[config.mk]
export PLATFORM = sky130hd
export DESIGN_NAME = dom_and_feeder
export DESIGN_NICKNAME = d
export VERILOG_FILES = /design/src/rtl/dom_and_feeder_pkg.sv /design/src/rtl/dom_and_feeder_lfsr32_galois.sv /design/src/rtl/dom_and_feeder.sv
export SDC_FILE = /design/constraint.sdc
export NUM_CORES = 1
export LEC_CHECK = 0
export ABC_AREA = 1
export CAP_MARGIN = 20
export CORE_MARGIN = 4
export CORE_UTILIZATION = 40
export CTS_CLUSTER_SIZE = 28
export DETAILED_ROUTE_END_ITERATION = 10
export PLACE_DENSITY = 0.65
export SETUP_SLACK_MARGIN = 0.2
export SYNTH_ARGS = -nofsm -noshare
export SYNTH_HDL_FRONTEND = slang
export SYNTH_HIERARCHICAL = 1
export SYNTH_SLANG_ARGS = --single-unit
[constraint.sdc]
create_clock -name clk -period 3 [get_ports clk]
set_input_delay 0.6 -clock clk [delete_from_list [all_inputs] [get_ports clk]]
set_output_delay 0.6 -clock clk [all_outputs]
set_load 0.01 [all_outputs]
[src/rtl/dom_and_feeder_pkg.sv]
// Shared types and constants for the DOM AND feeder: LFSR polynomial/seed and sequencing states.
// The LFSR is a 32-bit right-shift Galois register for x^32+x^22+x^2+x+1.
package dom_and_feeder_pkg;

  localparam int                LFSR_W    = 32;
  localparam logic [LFSR_W-1:0] LFSR_TAPS = 32'h8020_0003;
  localparam logic [LFSR_W-1:0] LFSR_SEED = 32'h0000_0001;

  typedef enum logic [1:0] {
    IDLE   = 2'd0,
    MASK   = 2'd1,
    EXEC   = 2'd2,
    RESULT = 2'd3
  } state_t;

  function automatic logic [LFSR_W-1:0] lfsr_next(input logic [LFSR_W-1:0] v);
    return v[0] ? ((v >> 1) ^ LFSR_TAPS) : (v >> 1);
  endfunction

  // An all-zero seed would lock the LFSR, so it is replaced by the reset seed.
  function automatic logic [LFSR_W-1:0] seed_fix(input logic [LFSR_W-1:0] s);
    return (s == '0) ? LFSR_SEED : s;
  endfunction

endpackage

[src/rtl/dom_and_feeder_lfsr32_galois.sv]
// 32-bit Galois LFSR supplying fresh mask bits; load has priority over step.
// Value changes only on load or step, so the low OUT_W bits are a registered output.
module lfsr32_galois
  import dom_and_feeder_pkg::*;
#(
  parameter int OUT_W = LFSR_W
)(
  input  logic              clk,
  input  logic              rst_n,
  input  logic              i_load,
  input  logic [LFSR_W-1:0] i_seed,
  input  logic              i_step,
  output logic [OUT_W-1:0]  o_value
);

  logic [LFSR_W-1:0] r_state;

  always_ff @(posedge clk or negedge rst_n) begin
    if (!rst_n) begin
      r_state <= LFSR_SEED;
    end else if (i_load) begin
      r_state <= seed_fix(i_seed);
    end else if (i_step) begin
      r_state <= lfsr_next(r_state);
    end
  end

  assign o_value = r_state[OUT_W-1:0];

endmodule

[src/rtl/dom_and_feeder.sv]
// Splits a plain (a,b) pair into D Boolean shares, runs the DOM AND gadget and returns its shares.
// Accept-to-out_valid is 5 cycles with a 3-cycle gadget; in_ready only in IDLE, result held until out_ready.
module dom_and_feeder
  import dom_and_feeder_pkg::*;
#(
  parameter  int D         = 2,
  parameter  int MAX_WAIT  = 8,
  parameter  bit UNMASK    = 1'b1,
  localparam int RAND_SIZE = D * (D - 1) / 2,
  localparam int RAND_BITS = 2 * (D - 1) + RAND_SIZE
)(
  input  logic                 clk,
  input  logic                 rst_n,
  input  logic                 seed_load,
  input  logic [31:0]          seed,
  input  logic                 in_valid,
  output logic                 in_ready,
  input  logic                 a,
  input  logic                 b,
  output logic [D-1:0]         and_ina,
  output logic [D-1:0]         and_inb,
  output logic [RAND_SIZE-1:0] and_rin,
  output logic                 and_enable,
  input  logic                 and_done,
  input  logic [D-1:0]         and_out,
  output logic                 out_valid,
  input  logic                 out_ready,
  output logic [D-1:0]         y_shares,
  output logic                 y,
  output logic                 busy,
  output logic                 err_timeout
);

  localparam int WAIT_W = $clog2(MAX_WAIT + 1);

  if (RAND_BITS > LFSR_W) begin : g_rand_bits_check
    $error("dom_and_feeder: RAND_BITS exceeds the 32-bit LFSR width");
  end
  if (D < 2) begin : g_share_count_check
    $error("dom_and_feeder: at least two shares are required");
  end

  state_t                r_state;
  state_t                w_state_nxt;
  logic                  w_accept;
  logic                  w_seed_ld;
  logic                  w_capture;
  logic                  w_timeout;

  logic                  r_a;
  logic                  r_b;
  logic [D-1:0]          r_ina;
  logic [D-1:0]          r_inb;
  logic [RAND_SIZE-1:0]  r_rin;
  logic                  r_en;
  logic [WAIT_W-1:0]     r_wait;
  logic [D-1:0]          r_y_shares;
  logic                  r_y;
  logic                  r_err;

  logic [RAND_BITS-1:0]  w_rand;
  logic [D-1:0]          w_ina;
  logic [D-1:0]          w_inb;
  logic [RAND_SIZE-1:0]  w_rin;
  logic                  w_acc_a;
  logic                  w_acc_b;

  lfsr32_galois #(
    .OUT_W (RAND_BITS)
  ) u_lfsr (
    .clk     (clk),
    .rst_n   (rst_n),
    .i_load  (w_seed_ld),
    .i_seed  (seed),
    .i_step  (r_state == MASK),
    .o_value (w_rand)
  );

  always_ff @(posedge clk or negedge rst_n) begin
    if (!rst_n) begin
      r_state <= IDLE;
    end else begin
      r_state <= w_state_nxt;
    end
  end

  // The first EXEC cycle (r_wait == 0) sees the gadget's stale done from the previous operation.
  always_comb begin
    w_state_nxt = r_state;
    w_accept    = 1'b0;
    w_seed_ld   = 1'b0;
    w_capture   = 1'b0;
    w_timeout   = 1'b0;
    case (r_state)
      IDLE: begin
        if (seed_load) begin
          w_seed_ld = 1'b1;
        end else if (in_valid) begin
          w_accept    = 1'b1;
          w_state_nxt = MASK;
        end
      end
      MASK: begin
        w_state_nxt = EXEC;
      end
      EXEC: begin
        if (and_done && (r_wait != '0)) begin
          w_capture   = 1'b1;
          w_state_nxt = RESULT;
        end else if (r_wait == WAIT_W'(MAX_WAIT - 1)) begin
          w_timeout   = 1'b1;
          w_state_nxt = IDLE;
        end
      end
      RESULT: begin
        if (out_ready) begin
          w_state_nxt = IDLE;
        end
      end
      default: begin
        w_state_nxt = IDLE;
      end
    endcase
  end

  // Shares 0..D-2 come straight from the LFSR; the last share folds in the plain operand.
  always_comb begin
    w_ina   = '0;
    w_inb   = '0;
    w_acc_a = r_a;
    w_acc_b = r_b;
    for (int k = 0; k < D - 1; k++) begin
      w_ina[k] = w_rand[k];
      w_inb[k] = w_rand[D - 1 + k];
      w_acc_a  = w_acc_a ^ w_rand[k];
      w_acc_b  = w_acc_b ^ w_rand[D - 1 + k];
    end
    w_ina[D-1] = w_acc_a;
    w_inb[D-1] = w_acc_b;
  end

  assign w_rin = w_rand[2*(D-1) +: RAND_SIZE];

  always_ff @(posedge clk or negedge rst_n) begin
    if (!rst_n) begin
      r_a        <= 1'b0;
      r_b        <= 1'b0;
      r_ina      <= '0;
      r_inb      <= '0;
      r_rin      <= '0;
      r_en       <= 1'b0;
      r_wait     <= '0;
      r_y_shares <= '0;
      r_y        <= 1'b0;
      r_err      <= 1'b0;
    end else begin
      if (w_accept) begin
        r_a <= a;
        r_b <= b;
      end
      if (r_state == MASK) begin
        r_ina  <= w_ina;
        r_inb  <= w_inb;
        r_rin  <= w_rin;
        r_en   <= 1'b1;
        r_wait <= '0;
      end
      if (r_state == EXEC) begin
        r_wait <= r_wait + WAIT_W'(1);
      end
      if (w_capture) begin
        r_y_shares <= and_out;
        r_y        <= UNMASK ? (^and_out) : 1'b0;
      end
      if (w_capture || w_timeout) begin
        r_en <= 1'b0;
      end
      if (w_timeout) begin
        r_err <= 1'b1;
      end
    end
  end

  assign in_ready    = (r_state == IDLE);
  assign busy        = (r_state != IDLE);
  assign out_valid   = (r_state == RESULT);
  assign and_ina     = r_ina;
  assign and_inb     = r_inb;
  assign and_rin     = r_rin;
  assign and_enable  = r_en;
  assign y_shares    = r_y_shares;
  assign y           = r_y;
  assign err_timeout = r_err;

endmodule
Word-level counts from Yosys, hierarchy flattened
Cells that the tools add are included.
{"block": "op_classes", "bitwise": 3, "addsub": 1, "reduce_logical": 11, "shift": 0, "n_lt_le_gt_ge": 0, "mux": 24, "eq_ne": 8, "n_mul": 0, "div": 0}
{"operator": "$mux W32", "n": 4}
{"operator": "$logic_not A32 Y1", "n": 1}
{"operator": "$mux W1", "n": 12}
{"operator": "$mux W2", "n": 5}
{"operator": "$mux W4", "n": 2}
{"operator": "$pmux W2 S4", "n": 1}
{"operator": "$reduce_bool A2 Y1", "n": 4}
{"operator": "$add A4 B1 Y4 const B", "n": 1}
{"operator": "$eq A2 B2 Y1 const B", "n": 2}
{"operator": "$eq A4 B3 Y1 const B", "n": 1}
{"operator": "$ne A2 B2 Y1 const B", "n": 2}
{"operator": "$not A3 Y4", "n": 1}
{"operator": "$reduce_and A4 Y1", "n": 1}
{"operator": "$reduce_bool A4 Y1", "n": 1}
{"operator": "$ne A3 B3 Y1 const B", "n": 1}
{"operator": "$eq A2 B1 Y1 const B", "n": 1}
{"operator": "$logic_not A2 Y1", "n": 1}
{"operator": "$ne A2 B1 Y1 const B", "n": 1}
{"operator": "$reduce_xor A2 Y1", "n": 1}
{"operator": "$xor A1 B1 Y1", "n": 2}
{"operator": "$logic_and A1 B1 Y1", "n": 1}
{"operator": "$logic_or A1 B1 Y1", "n": 1}
{"block": "totals", "inputBits": 42, "latchBits": 0, "mem_bits_rw": 0, "out_inout_bits": 13, "rom_bits": 0, "mem_count": 0, "ff_bits": 50}

Longest topological paths before layout
{"block": "logic_depth", "word_depth": 6, "depth_mapped": 11, "mapped_depth_nobuf": 9}

By module
The synthesis kept the hierarchy.
{"module": "lfsr32_galois", "area_per_inst_um2": 1637.8, "instances": 1, "cells_each": 215, "seq_area_each_um2": 802.0}
{"module": "dom_and_feeder", "area_per_inst_um2": 932.1, "instances": 1, "cells_each": 103, "seq_area_each_um2": 450.4}

Least setup slack after synthesis
No wires, ideal clock.
{"block": "synth_path", "path_type": "register to register", "startpoint": "register r_state[0] (netlist name)", "endpoint": "register u_lfsr.r_state[10]", "path_stages_with_launch": 12, "synth_period_minus_slack_ns": 1.663, "setup_slack_ns": 1.337, "path_buffers": 3, "arrival_time_ns": 1.537, "path_cell_list": "dfrtp_1 inv_1 ha_1 nand2_1 inv_1 buf_6 nor2_4 inv_2 buf_6 buf_6 nor2_1 a21oi_1"}
{"item": "end signal: assignment", "line": "dom_and_feeder_lfsr32_galois.sv:22", "source": "r_state <= seed_fix(i_seed);"}
{"item": "end signal: assignment", "line": "dom_and_feeder_lfsr32_galois.sv:24", "source": "r_state <= lfsr_next(r_state);"}
{"item": "end: declaration", "line": "dom_and_feeder_lfsr32_galois.sv:16", "source": "logic [LFSR_W-1:0] r_state;"}

==> run metrics <==
outcome finished clean; DIE AREA roughly 7800 sq um; Detail Placement HPWL between 4 and 5 mm; final wirelength between 5 and 6 mm; Rel. slew slack approximately 60%; layout cell share with drive strength beyond 1 under 10%; most common cell after layout, fill and taps aside nand2_1; cts hold-fix bufs 0; Gate Count Post-Synth 318; gr usage total about 16%; Leakage between 0.001 and 0.0015 uW; Max clock buf depth 2; Antenna diodes 0; hold_ws 0.388 ns; first-pass GRT wire length 10.0 mm; cell family with most CP delay buffers and inverters; synthesis-stage register bit count 50; Least-Margin Pin Slew approximately 0.63 ns; max-slew violations 0; Seq/Total Area, Yosys 48.7%; r2r setup slk 1.13 ns; crit end category primary output; R2R Path End u_lfsr/r_state[21]$_DFFE_PN0P_; number of H-tree levels 2; DRC viols 0; core footprint just over 6000 sq um; critical path class register to primary output; vias in the first global route between 2k and 2.5k; CP max FO 5; drt initial violations approximately 140; worst hold path type input port to async pin; DR vias ~2.2k; CTS Sinks 50; Critical Path Max Stage Delay ~0.54 ns; Post-CTS Resized 0; largest area contributor in the netlist dfrtp_1; initial core utilization a little over two fifths; root buffer selected by CTS clkbuf_8; pwr/cell area a little under 1000 nW/um^2; top cells by area, synth dfrtp_1 (48%), nand2_1 (10%), nor2_1 (7.3%); Post-synth ARST share 100%; Final Critical Period ~2.3 ns; FMAX around 430 MHz; synthesized area 2570 sq um; CTS tree yes; drt wl/cell around 13 um; drt pass-1 iters 4; crit path cell chain inv_1 -> ha_1 -> inv_1 -> clkdlybuf4s50_1; WP data arrival ~1.7 ns; skew final between 0.01 and 0.015 ns; yosys warns 6; post-route clock period utilization about three quarters; # IOs 55; syn nets 367; top cell type's share of synthesized area 47.7%; commonest cells after routing, fill and taps aside nand2_1 (69), clkdlybuf4s50_1 (53), nor2_1 (50), dfrtp_1 (49), a21oi_1 (35); syn_area_per_cell slightly above 8 sq um; Num CTS Buffers 5; Total Nets Final 415; Max VDD drop approximately 0.45 mV; Critical path buffers and inverters 3; worst r2r src r_state[1]$_DFFE_PN0P_; Port Buffer Count 54; initial antenna violation count 0; GRT overflow 0; final antenna-violating net count 0; slowest stage cell, crit path clkdlybuf4s50_1; FP Rows 28; setup TNS 0 ns; Die W just under 90 um; final RePlAce weighted congestion 0.799; RSZ-0062 raised after global routing no; Final setup viols 0; number of max-cap violations 0; dpl ws 0.873 ns; required time worst endpoint between 2 and 2.5 ns; Vias/cell about 5; worst skew pair latency 0.31 ns; P&R area growth vs syn 25.8%; number of failing hold endpoints at the final stage 0; Reg2Reg Depth 8; top_reg_cell synth dfrtp_1; EDFF count, synth 0; Cell variety after synth 29; clock-pin transition on the worst setup and hold timing paths 0.10 ns; most frequent CP cell inv_1; Die Ht 88.2 um; largest net degree at the start of global routing about 50; Setup WS post-layout about 0.7 ns; Critical Path Source Type register; post-CTS setup buffers 0
flip-flops by register name, indices dropped and copies added (netlist names):
register and count:
r_b 1, r_state 2, y_shares 2, and_inb 2
and_ina 2, and_rin 1, and_enable 1, err_timeout 1
y 1, r_wait 4, r_a 1, u_lfsr/r_state 32
cell usage after synthesis (4+ instances only):
| library cell | instances |
|---|---|
| xnor2_1 | 4 |
| nand2_1 | 69 |
| a21oi_1 | 35 |
| ha_1 | 7 |
| buf_4 | 4 |
| nor2_1 | 50 |
| clkbuf_1 | 5 |
| o21ai_0 | 31 |
| o21ai_1 | 7 |
| dfrtp_1 | 49 |
| inv_1 | 20 |
| nand3_1 | 5 |
cell type report:
class | count | area, sq um
Clock buffer | 5 | 68.8
Clock inverter | 3 | 47.5
Fill cell | 590 | 2830
Inverter | 23 | 86.3
Multi-Input combinational cell | 230 | 1130
Sequential cell | 50 | 1250
Tap cell | 75 | 93.8
Timing Repair Buffer | 56 | 551
per-stage QoR:
step	power, uW	cells	util, %	instance area [sq um]
after floorplan	2250	318	-	2570
after CTS	3160	442	53.3	3230
final	3120	442	53.3	3230
after global routing	3430	442	53.3	3230
after global placement	2610	434	51.4	3120
after detailed placement	2650	434	51.4	3120
power by group:
group / internal, uW / total (uW) / switching [uW]
Combinational: 593 / 1420 / 823
Clock: 255 / 500 / 245
Sequential: 1010 / 1200 / 190
kinds of logic (layout without fill, tap and decap cells):
kind of cell,Yosys count,after routing,synth area share (%)
buf+inv,38,87,7.16
simple gates,138,138,22.6
xor+xnor,4,4,1.36
compound gates,79,79,15.9
flops,50,50,48.7
fa+ha+maj,7,7,3.41
mux,2,2,0.876
per-layer routing:
| layer | GRT usage, % | wire length [um] | up-vias |
|---|---|---|---|
| li1 | - | - | 1120 |
| met1 | 21.3 | 2630 | 1032 |
| met2 | 26.8 | 2760 | 46 |
| met3 | 3.29 | 333 | 4 |
| met4 | 6.04 | 60 | 0 |
| met5 | 0 | 0 | - |
worst max path at each step:
stage | start | end | slack [ns] | cells past startpoint
after floorplan | r_state[0]$_DFFE_PN0P_ | u_lfsr/r_state[10]$_DFFE_PN0P_ | 1.34 | 11
after global placement | seed_load | u_lfsr/r_state[13]$_DFFE_PN0P_ | 0.93 | 7
after CTS | r_state[1]$_DFFE_PN0P_ | busy | 0.66 | 4
after detailed placement | seed_load | u_lfsr/r_state[21]$_DFFE_PN0P_ | 0.87 | 7
final | r_state[1]$_DFFE_PN0P_ | busy | 0.70 | 4
after global routing | r_state[0]$_DFFE_PN0P_ | busy | 0.59 | 4
Power figures use the tool's default switching activity.
